[src/rtl/minisrc_pkg.sv]
// Shared definitions for the Mini SRC control-step sequencer: opcodes,
// bus source indices, sequencer states and the opcode classifier.
package minisrc_pkg;

  localparam int unsigned MEM_WAIT_MAX_DEFAULT = 15;

  localparam logic [4:0] OP_ADD  = 5'b00011;
  localparam logic [4:0] OP_SUB  = 5'b00100;
  localparam logic [4:0] OP_AND  = 5'b00101;
  localparam logic [4:0] OP_OR   = 5'b00110;
  localparam logic [4:0] OP_ROR  = 5'b00111;
  localparam logic [4:0] OP_ROL  = 5'b01000;
  localparam logic [4:0] OP_SHR  = 5'b01001;
  localparam logic [4:0] OP_SHRA = 5'b01010;
  localparam logic [4:0] OP_SHL  = 5'b01011;
  localparam logic [4:0] OP_MUL  = 5'b01111;
  localparam logic [4:0] OP_DIV  = 5'b10000;
  localparam logic [4:0] OP_NEG  = 5'b10001;
  localparam logic [4:0] OP_NOT  = 5'b10010;

  localparam int unsigned BUS_R0     = 0;
  localparam int unsigned BUS_R15    = 15;
  localparam int unsigned BUS_HI     = 16;
  localparam int unsigned BUS_LO     = 17;
  localparam int unsigned BUS_ZHIGH  = 18;
  localparam int unsigned BUS_ZLOW   = 19;
  localparam int unsigned BUS_PC     = 20;
  localparam int unsigned BUS_MDR    = 21;
  localparam int unsigned BUS_INPORT = 22;
  localparam int unsigned BUS_C      = 23;
  localparam int unsigned BUS_W      = 24;

  // ST_ABORT is the single-cycle memory-timeout report step.
  typedef enum logic [3:0] {
    ST_IDLE,
    ST_T0,
    ST_T1,
    ST_T2,
    ST_T3,
    ST_T4,
    ST_T5,
    ST_T6,
    ST_ABORT
  } state_e;

  typedef enum logic [1:0] {
    CLS_BINARY,
    CLS_MULDIV,
    CLS_UNARY,
    CLS_ILLEGAL
  } op_class_e;

  function automatic op_class_e op_class(input logic [4:0] op);
    op_class_e cls;
    case (op)
      OP_ADD, OP_SUB, OP_AND, OP_OR, OP_ROR,
      OP_ROL, OP_SHR, OP_SHRA, OP_SHL: cls = CLS_BINARY;
      OP_MUL, OP_DIV:                  cls = CLS_MULDIV;
      OP_NEG, OP_NOT:                  cls = CLS_UNARY;
      default:                         cls = CLS_ILLEGAL;
    endcase
    return cls;
  endfunction

endpackage

[src/rtl/minisrc_reg_decode.sv]
// 4-bit register index plus enable to 16-bit one-hot select.
module minisrc_reg_decode
  import minisrc_pkg::*;
(
  input  logic [3:0]  idx,
  input  logic        en,
  output logic [15:0] onehot
);

  // At most one bit set, none when disabled.
  always_comb begin
    onehot = '0;
    if (en) onehot[idx] = 1'b1;
  end

endmodule

[src/rtl/minisrc_step_sequencer.sv]
// Mini SRC control-step sequencer: fetch then execute of register-form
// ALU, mul/div and unary instructions, one T-step per clock. Sole owner
// of the bus source selects, so at most one bus driver per cycle.
// Optional SEQ_SINGLE_STEP_EN adds a step_en input gating every advance.
module minisrc_step_sequencer
  import minisrc_pkg::*;
#(
  parameter int unsigned MEM_WAIT_MAX = MEM_WAIT_MAX_DEFAULT
) (
  input  logic        clock,
  input  logic        clear,
  input  logic        start,
`ifdef SEQ_SINGLE_STEP_EN
  input  logic        step_en,
`endif
  input  logic [31:0] ir,
  input  logic        mem_done,
  output logic [23:0] bus_sel,
  output logic [15:0] reg_in,
  output logic        pc_in,
  output logic        ir_in,
  output logic        mar_in,
  output logic        mdr_in,
  output logic        y_in,
  output logic        z_in,
  output logic        hi_in,
  output logic        lo_in,
  output logic        inc_pc,
  output logic        read,
  output logic [4:0]  alu_op,
  output logic        busy,
  output logic        done,
  output logic        illegal
);

  localparam int unsigned CNT_W = (MEM_WAIT_MAX > 1) ? $clog2(MEM_WAIT_MAX) : 1;
  localparam logic [CNT_W-1:0] CNT_LAST = CNT_W'(MEM_WAIT_MAX - 1);

  state_e           state_q, state_d;
  logic [CNT_W-1:0] wait_cnt_q, wait_cnt_d;

  logic [4:0] opcode;
  logic [3:0] ra, rb, rc;
  op_class_e  cls;
  logic       advance;

  logic [7:0]  bus_hi;
  logic [3:0]  bus_reg_idx;
  logic        bus_reg_en;
  logic [15:0] bus_reg_oh;
  logic        reg_we;
  logic        unused_ir;

  assign opcode    = ir[31:27];
  assign ra        = ir[26:23];
  assign rb        = ir[22:19];
  assign rc        = ir[18:15];
  assign cls       = op_class(opcode);
  assign unused_ir = ^ir[14:0];

`ifdef SEQ_SINGLE_STEP_EN
  assign advance = step_en;
`else
  assign advance = 1'b1;
`endif

  // State and T1 wait-counter registers.
  always_ff @(posedge clock or posedge clear) begin
    if (clear) begin
      state_q    <= ST_IDLE;
      wait_cnt_q <= '0;
    end else begin
      state_q    <= state_d;
      wait_cnt_q <= wait_cnt_d;
    end
  end

  // Next-state: step sequencing, memory wait and timeout in T1.
  always_comb begin
    state_d    = state_q;
    wait_cnt_d = wait_cnt_q;
    if (advance) begin
      case (state_q)
        ST_IDLE: if (start) state_d = ST_T0;
        ST_T0: begin
          state_d    = ST_T1;
          wait_cnt_d = '0;
        end
        ST_T1: begin
          if (mem_done)                     state_d = ST_T2;
          else if (wait_cnt_q == CNT_LAST)  state_d = ST_ABORT;
          else                              wait_cnt_d = wait_cnt_q + 1'b1;
        end
        ST_T2:    state_d = ST_T3;
        ST_T3:    state_d = (cls == CLS_ILLEGAL) ? ST_IDLE : ST_T4;
        ST_T4:    state_d = (cls == CLS_UNARY)   ? ST_IDLE : ST_T5;
        ST_T5:    state_d = (cls == CLS_MULDIV)  ? ST_T6   : ST_IDLE;
        ST_T6:    state_d = ST_IDLE;
        ST_ABORT: state_d = ST_IDLE;
        default:  state_d = ST_IDLE;
      endcase
    end
  end

  // Outputs: decoded from the registered state (plus the latched IR).
  always_comb begin
    bus_hi      = '0;
    bus_reg_idx = '0;
    bus_reg_en  = 1'b0;
    reg_we      = 1'b0;
    pc_in       = 1'b0;
    ir_in       = 1'b0;
    mar_in      = 1'b0;
    mdr_in      = 1'b0;
    y_in        = 1'b0;
    z_in        = 1'b0;
    hi_in       = 1'b0;
    lo_in       = 1'b0;
    inc_pc      = 1'b0;
    read        = 1'b0;
    alu_op      = '0;
    done        = 1'b0;
    illegal     = 1'b0;
    case (state_q)
      ST_T0: begin
        bus_hi[BUS_PC - BUS_HI] = 1'b1;
        mar_in = 1'b1;
        inc_pc = 1'b1;
        z_in   = 1'b1;
      end
      ST_T1: begin
        bus_hi[BUS_ZLOW - BUS_HI] = 1'b1;
        pc_in  = 1'b1;
        read   = 1'b1;
        mdr_in = mem_done;
      end
      ST_T2: begin
        bus_hi[BUS_MDR - BUS_HI] = 1'b1;
        ir_in = 1'b1;
      end
      ST_T3: begin
        case (cls)
          CLS_BINARY: begin
            bus_reg_idx = rb;
            bus_reg_en  = 1'b1;
            y_in        = 1'b1;
          end
          CLS_MULDIV: begin
            bus_reg_idx = ra;
            bus_reg_en  = 1'b1;
            y_in        = 1'b1;
          end
          CLS_UNARY: begin
            bus_reg_idx = rb;
            bus_reg_en  = 1'b1;
            alu_op      = opcode;
            z_in        = 1'b1;
          end
          default: begin
            illegal = 1'b1;
            done    = 1'b1;
          end
        endcase
      end
      ST_T4: begin
        case (cls)
          CLS_BINARY: begin
            bus_reg_idx = rc;
            bus_reg_en  = 1'b1;
            alu_op      = opcode;
            z_in        = 1'b1;
          end
          CLS_MULDIV: begin
            bus_reg_idx = rb;
            bus_reg_en  = 1'b1;
            alu_op      = opcode;
            z_in        = 1'b1;
          end
          CLS_UNARY: begin
            bus_hi[BUS_ZLOW - BUS_HI] = 1'b1;
            reg_we = 1'b1;
            done   = 1'b1;
          end
          default: ;
        endcase
      end
      ST_T5: begin
        bus_hi[BUS_ZLOW - BUS_HI] = 1'b1;
        if (cls == CLS_MULDIV) begin
          lo_in = 1'b1;
        end else begin
          reg_we = 1'b1;
          done   = 1'b1;
        end
      end
      ST_T6: begin
        bus_hi[BUS_ZHIGH - BUS_HI] = 1'b1;
        hi_in = 1'b1;
        done  = 1'b1;
      end
      ST_ABORT: begin
        illegal = 1'b1;
        done    = 1'b1;
      end
      default: ;
    endcase
  end

  assign busy = (state_q != ST_IDLE);

  minisrc_reg_decode u_bus_dec (
    .idx    (bus_reg_idx),
    .en     (bus_reg_en),
    .onehot (bus_reg_oh)
  );

  minisrc_reg_decode u_wr_dec (
    .idx    (ra),
    .en     (reg_we),
    .onehot (reg_in)
  );

  assign bus_sel = {bus_hi, bus_reg_oh};

endmodule

[config.mk]
export PLATFORM = sky130hd
export DESIGN_NAME = minisrc_step_sequencer
export DESIGN_NICKNAME = d
export VERILOG_FILES = /design/src/rtl/minisrc_pkg.sv /design/src/rtl/minisrc_reg_decode.sv /design/src/rtl/minisrc_step_sequencer.sv
export SDC_FILE = /design/constraint.sdc
export NUM_CORES = 1
export LEC_CHECK = 0
export ABC_AREA = 1
export CAP_MARGIN = 0
export CORE_MARGIN = 2
export CORE_UTILIZATION = 35
export CTS_CLUSTER_DIAMETER = 60
export DETAILED_ROUTE_END_ITERATION = 6
export GPL_TIMING_DRIVEN = 1
export MAX_ROUTING_LAYER = met4
export PLACE_DENSITY = 0.83
export SYNTH_ARGS = -nofsm -noshare
export SYNTH_HDL_FRONTEND = slang
export SYNTH_HIERARCHICAL = 1
export SYNTH_SLANG_ARGS = --single-unit
[constraint.sdc]
create_clock -name clock -period 3.75 [get_ports clock]
set_input_delay 1.125 -clock clock [delete_from_list [all_inputs] [get_ports clock]]
set_output_delay 1.125 -clock clock [all_outputs]
set_load 0.01 [all_outputs]
---- After elaboration in Yosys (flattened, before gate mapping) ----
Memories as Yosys holds them, arrays and structs flattened.
Cells that the tools add are included.
storage, ports and cells
  register bits ........................... 8
  ROM bits ................................ 64
  input bits .............................. 36
  output and inout port bits .............. 58
  logic and storage cells ................. 78
  memories ................................ 1
cells by class
  $add $sub $neg .......................... 1
  $lt $le $gt $ge ......................... 4
  equal/unequal tests ..................... 16
  muxes and demuxes ....................... 41
  reduce and logical (&&, ||, !) cells .... 13
memory list
  name             depth  width  rd ports  clocked after memory_dff  wr ports  RTL line           RTL
  (no name shown)  32     2      1         0                         0         minisrc_pkg.sv:55  case (op)
operators with widths
  cell                   count
  $mux W16               2
  $pmux W4 S2            4
  $pmux W4 S7            1
  $mux W4                5
  $eq A4 B3 Y1 const B   4
  $mux W1                15
  $lt A4 B5 Y1 const B   2
  $mux W5                2
  $pmux W5 S2            1
  $mux W3                3
  $demux W1 S4           2
  $eq A4 B2 Y1 const B   2
  $eq A4 B4 Y1 const B   2
  $ge A4 B1 Y1 const B   2
  $pmux W1 S2            4
  $reduce_or A2 Y1       4
  $ne A2 B2 Y1 const B   3
  $add A4 B1 Y4 const B  1
  $eq A2 B2 Y1 const B   2
  $eq A4 B1 Y1 const B   1
  $logic_not A4 Y1       1
  $pmux W1 S4            1
  $reduce_bool A4 Y1     1
  $ne A3 B3 Y1 const B   1
  other kinds (8)        9

---- Depth between registers and ports, before layout ----
An unclocked memory read counts as a cell.
  depth in word-level cells ............... 10
  depth in mapped cells ................... 14
  gate-level depth less buffers ........... 13

---- Cells and area by module ----
Netlist, hierarchy kept.
by module, submodules not included
  module                          instances  cells an instance  area each (um^2)
  minisrc_step_sequencer          1          170                1,023.5
  minisrc_reg_decode (u_bus_dec)  1          33                 140.1
  minisrc_reg_decode (u_wr_dec)   1          32                 126.4

---- Least setup slack after synthesis ----
No wires, ideal clock.
  kind .................................... input-to-output
  from .................................... input ir[27]
  to ...................................... output bus_sel[12]
  arrival time ............................ 2.587 ns
  path slack .............................. 0.038 ns
  stages .................................. 8
  buffers on the path ..................... 0
  cell sequence ........................... inv_1 -> ha_1 -> nand3_1 -> nand2_2 -> nor2_1 -> o21ai_0 -> nand3_2 -> nor2_1
between the ends
  elaborated cells on any way between the ends .. 19
  classes of those cells .................. 2 x order compare; 2 x eq/ne; 9 x mux; 5 x reduce/logical; 1 x memory
RTL lines
  element                                                                RTL line                                                      RTL
  from (decl)                                                            minisrc_step_sequencer.sv:16                                  input logic [31:0] ir,
  $mem_v2 Z32 W2 *                                                       -
  $eq A2 B2 Y1 (tied with other cells)                                   minisrc_step_sequencer.sv:142                                 case (cls)
  $reduce_or A3 Y1 (no line) / $reduce_or A2 Y1 (equally long branches)  -
  $mux W1 (on tied branches)                                             minisrc_step_sequencer.sv:142, minisrc_step_sequencer.sv:166
  $pmux W1 S2 *                                                          minisrc_step_sequencer.sv:124                                 case (state_q)
  net bus_reg_en                                                         minisrc_step_sequencer.sv:49                                  logic bus_reg_en;
  $mux W16 *                                                             minisrc_reg_decode.sv:13                                      if (en) onehot[idx] = 1'b1;
  to (decl)                                                              minisrc_step_sequencer.sv:18                                  output logic [23:0] bus_sel,
Mark *: on every way through the listed nets, which the timed path passes. The rest lies on a longest branch.

---- Worst setup path in the final report ----
  from .................................... input ir[29]
  to ...................................... output bus_sel[4]
between the ends
  word-level cells in the longest chain between the ends .. 10
  elaborated cells on any way between the ends .. 19
  classes of those cells .................. 2 x order compare; 2 x eq/ne; 9 x mux; 5 x reduce/logical; 1 x memory
ends and longest elaborated chain
  element                                                                    RTL line                                                      RTL
  $mem_v2 Z32 W2 *                                                           -
  $eq A2 B2 Y1 / $logic_not A2 Y1 (equally long branches)                    minisrc_step_sequencer.sv:142, minisrc_step_sequencer.sv:166
  $reduce_or A2 Y1 (no line)                                                 -
  $pmux W4 S2                                                                minisrc_step_sequencer.sv:142
  $pmux W4 S2 *                                                              minisrc_step_sequencer.sv:124
  net bus_reg_idx[0]                                                         minisrc_step_sequencer.sv:48                                  logic [3:0] bus_reg_idx;
  $lt A4 B5 Y1 (implied by the code) / $ge A4 B1 Y1 (equally long branches)  minisrc_reg_decode.sv:13
  $logic_and A1 B1 Y1 (implied by the code)                                  minisrc_reg_decode.sv:13
  $mux W1 (implied by the code)                                              minisrc_reg_decode.sv:13
  $demux W1 S4 *                                                             -
  $mux W16 *                                                                 minisrc_reg_decode.sv:13
Marked as above.

==> summary.md <==
| Metric | Value |
|---|---|
| TritonCTS clock tree | `yes` |
| Max-cap viol count | `0` |
| Pin count of the biggest net entering global routing | `9` |
| Max Root-Sink Buffers | `2` |
| Maximum VDD drop | `0.3270 mV` |
| Highest routed layer | `met4` |
| Clk pin slew, worst setup/hold paths | `0.04 ns` |
| Die area | `0.004187 mm²` |
| Initial core utilization | `35.77%` |
| Final slew viol count | `0` |
| Syn_area_per_cell | `5.489 µm²` |
| CTS Sinks | `8` |
| Fillers | `299` |
| Startpoint types | `input port` |
| Leakage power | `1.254 nW` |
| H-tree Lvls | `1` |
| Skew-Pair Late Insertion Delay | `0.23 ns` |
| GRT Total Usage | `21.56%` |
| Placed Cells | `368` |
| DRT Pass-1 Iters | `4` |
| Internal power | `0.4384 mW` |
| Synth Register Bits | `8` |
| Top post-synthesis cells by area | `nand2_1 17%, nor2_1 16%, dfrtp_1 16%, nand3_1 12%, inv_1 9.0%` |
| F_max | `0.2648 GHz` |
| Fin. Hold Viols | `0` |
| Commonest non-fill, non-tap cells in the layout | `47 x nor2_1, 36 x nand2_1, 29 x buf_4` |
| Warning count from the yosys run | `6` |
| Worst hold path cell count | `2` |
| Clk pwr share | `12.2%` |
| Met3 routed WL | `244 µm` |
| RSZ-0062 raised after global routing | `true` |
| Critical path capture point type | `output pin` |
| Metal1 wirelength | `1885 µm` |
| N_diodes | `0` |
| Design Area, Final | `0.002471 mm²` |
| DRT iter0 DRCs | `118` |
| Via count | `1887` |
| Worst Reg-to-Reg Cells | `7` |
| Status | `complete, but fails checks` |
| Gate Count Post-Synth | `235` |
| Layout Cells excl Fill | `385` |
| DP Area | `0.002155 mm²` |
| Vias/cell | `4.901` |
| Port bufs | `74` |
| Synth top area share | `17.17%` |
| Tmin final | `3.777 ns` |
| Initial antenna violation count | `0` |
| Worst EP required | `2.62 ns` |
| DRC Markers | `0` |
| Power Density | `340.5 mW/mm²` |
| Pre-CTS WS | `-0.9339 ns` |
| Overflow after GRT | `0` |
| Net switching share of the total power | `47.90%` |
| Final worst slack | `-0.02714 ns` |
| FFs w/ async S/R, synth | `100.0%` |
| Synth cell types | `23` |
| Logic pwr share | `69.7%` |
| Hold WC Path Type | `reg -> reg` |
| Storage element area | `200.2 µm²` |
| Multi-input gate area | `0.001259 mm²` |
| Die X | `64.71 µm` |
| Antenna Nets Post-Route | `0` |
| Final Core Density | `68.53%` |
| Final net count | `379` |
| WL final | `4800 µm` |
| WP data arrival | `2.65 ns` |
| DIE HEIGHT | `64.71 µm` |
| CTS Hold Bufs | `0` |
| Clk root buf | `clkbuf_8` |
| Commonest non-fill, non-tap cell in the layout | `nor2_1` |
| Failing checks | `negative setup slack` |
| Top FF cell, synth | `dfrtp_1` |
| NetSw | `0.4031 mW` |
| Final GP Congestion | `0.8419` |
| Period utilisation layout | `100.7%` |
| CTS buffer count | `3` |
| Post-Route Skew | `0.002444 ns` |
| Post-Syn Area | `0.001290 mm²` |
| Cell taking the most area after synthesis | `nand2_1` |
| I/O Pins | `94` |
| CP Max Fanout | `8` |
| Drt wl/cell | `12.47 µm` |
| Detailed route wirelength on metal2 | `2560 µm` |
| Crit path kind | `in -> out` |
| Tot Pwr | `0.8415 mW` |
| Sequential Power Share | `18.1%` |
| Setup Viol. Count Final | `3` |
| Number of enable flip-flop cells after synthesis | `0` |
| Site row count | `22` |
| Seq/Total Area, Yosys | `15.52%` |
| Area grow syn2layout | `91.56%` |
| Core area | `0.003606 mm²` |
| Vias in the first global route | `1675` |
| DP HPWL | `3051 µm` |
| Share of layout cells above drive strength 1 | `45.99%` |
| First-pass GRT wire length | `7231 µm` |
[through the flow]
step / hold slack (ns) / setup TNS, ns
after floorplan: 0.5025 / 0
final: 0.5550 / -0.05662
after global routing: 0.5959 / -1.375
after CTS: 0.5501 / -0.002830
after global placement: 0.5231 / -33.17
after detailed placement: 0.5391 / -35.11
[final timing paths]
check                                     startpoint  slack (ns)                        end
max                                           ir[29]       -0.03                 bus_sel[4]
min                        wait_cnt_q[3]$_DFFE_PP0P_        0.55  wait_cnt_q[3]$_DFFE_PP0P_
max reg2reg                   state_q[0]$_DFFE_PP0P_        2.26     state_q[0]$_DFFE_PP0P_
min reg2reg                wait_cnt_q[3]$_DFFE_PP0P_        0.55  wait_cnt_q[3]$_DFFE_PP0P_
max in group asynchronous                      clear        2.36  wait_cnt_q[3]$_DFFE_PP0P_
min in group asynchronous                      clear        1.15  wait_cnt_q[1]$_DFFE_PP0P_
[registers in the layout (all words and copies together), names as in the netlist]
| name | cells |
|---|---|
| wait_cnt_q | 4 |
| state_q | 4 |
[power by group through the flow]
stage	Clock [mW]	Combinational, mW	Sequential, mW
4_1_cts	0.104	0.548	0.152
6_report	0.103	0.586	0.153
3_3_place_gp	0	0.515	0.151
2_1_floorplan	0	0.331	0.146
5_1_grt	0.108	0.641	0.159
3_5_place_dp	0	0.526	0.153
[routing by layer]
| metal | track usage [%] | vias to the layer above |
|---|---|---|
| met3 | 2.083 | 12 |
| met5 | - | - |
| met1 | 24.49 | 870 |
| met4 | 7.713 | 0 |
| met2 | 39.18 | 73 |
| li1 | - | 932 |
[worst max-delay path, cell delays in order]
cell and delay [ns]:
buf_4 0.13, nor2_4 0.19, nand2_4 0.11, nand3_4 0.15, nand2_8 0.10, nand3_1 0.09, nand2_1 0.07, nand2_2 0.09
nand2_4 0.10, nor2_4 0.12, buf_4 0.12, nand2_2 0.04, nor2_1 0.08, buf_2 0.13
[cell usage after synthesis (3+ instances only)]
cell type,n
nor2_4,4
ha_1,4
nand2_1,59
nor2_1,56
nand3_2,3
o21ai_0,6
buf_4,9
nand2_2,5
nand3_1,31
dfrtp_1,8
a21oi_1,4
inv_1,31
[final cells by class]
type | count | share of cell area, %
Inverter | 33 | 5.519
Tap cell | 48 | 2.430
Timing Repair Buffer | 103 | 31.34
Multi-Input combinational cell | 190 | 50.94
Clock buffer | 3 | 1.671
Sequential cell | 8 | 8.101
[kinds of logic after synthesis]
logic type | synth area share (%)
other | 0.2907
adders and majority gates | 3.880
buffers and inverters | 16.59
AOI/OAI and AO/OA | 5.820
and+or+nand+nor | 57.91
DFF | 15.52
[repair_timing]
| item | in CTS | in global routing |
|---|---|---|
| endpoints found under the setup margin | 43 | 38 |
| pin swaps | 15 | 23 |
| buffers inserted | 7 | 4 |
| resized for setup | 132 | 122 |
| gates cloned | 4 | 0 |
(Power assumes the default switching activity.)
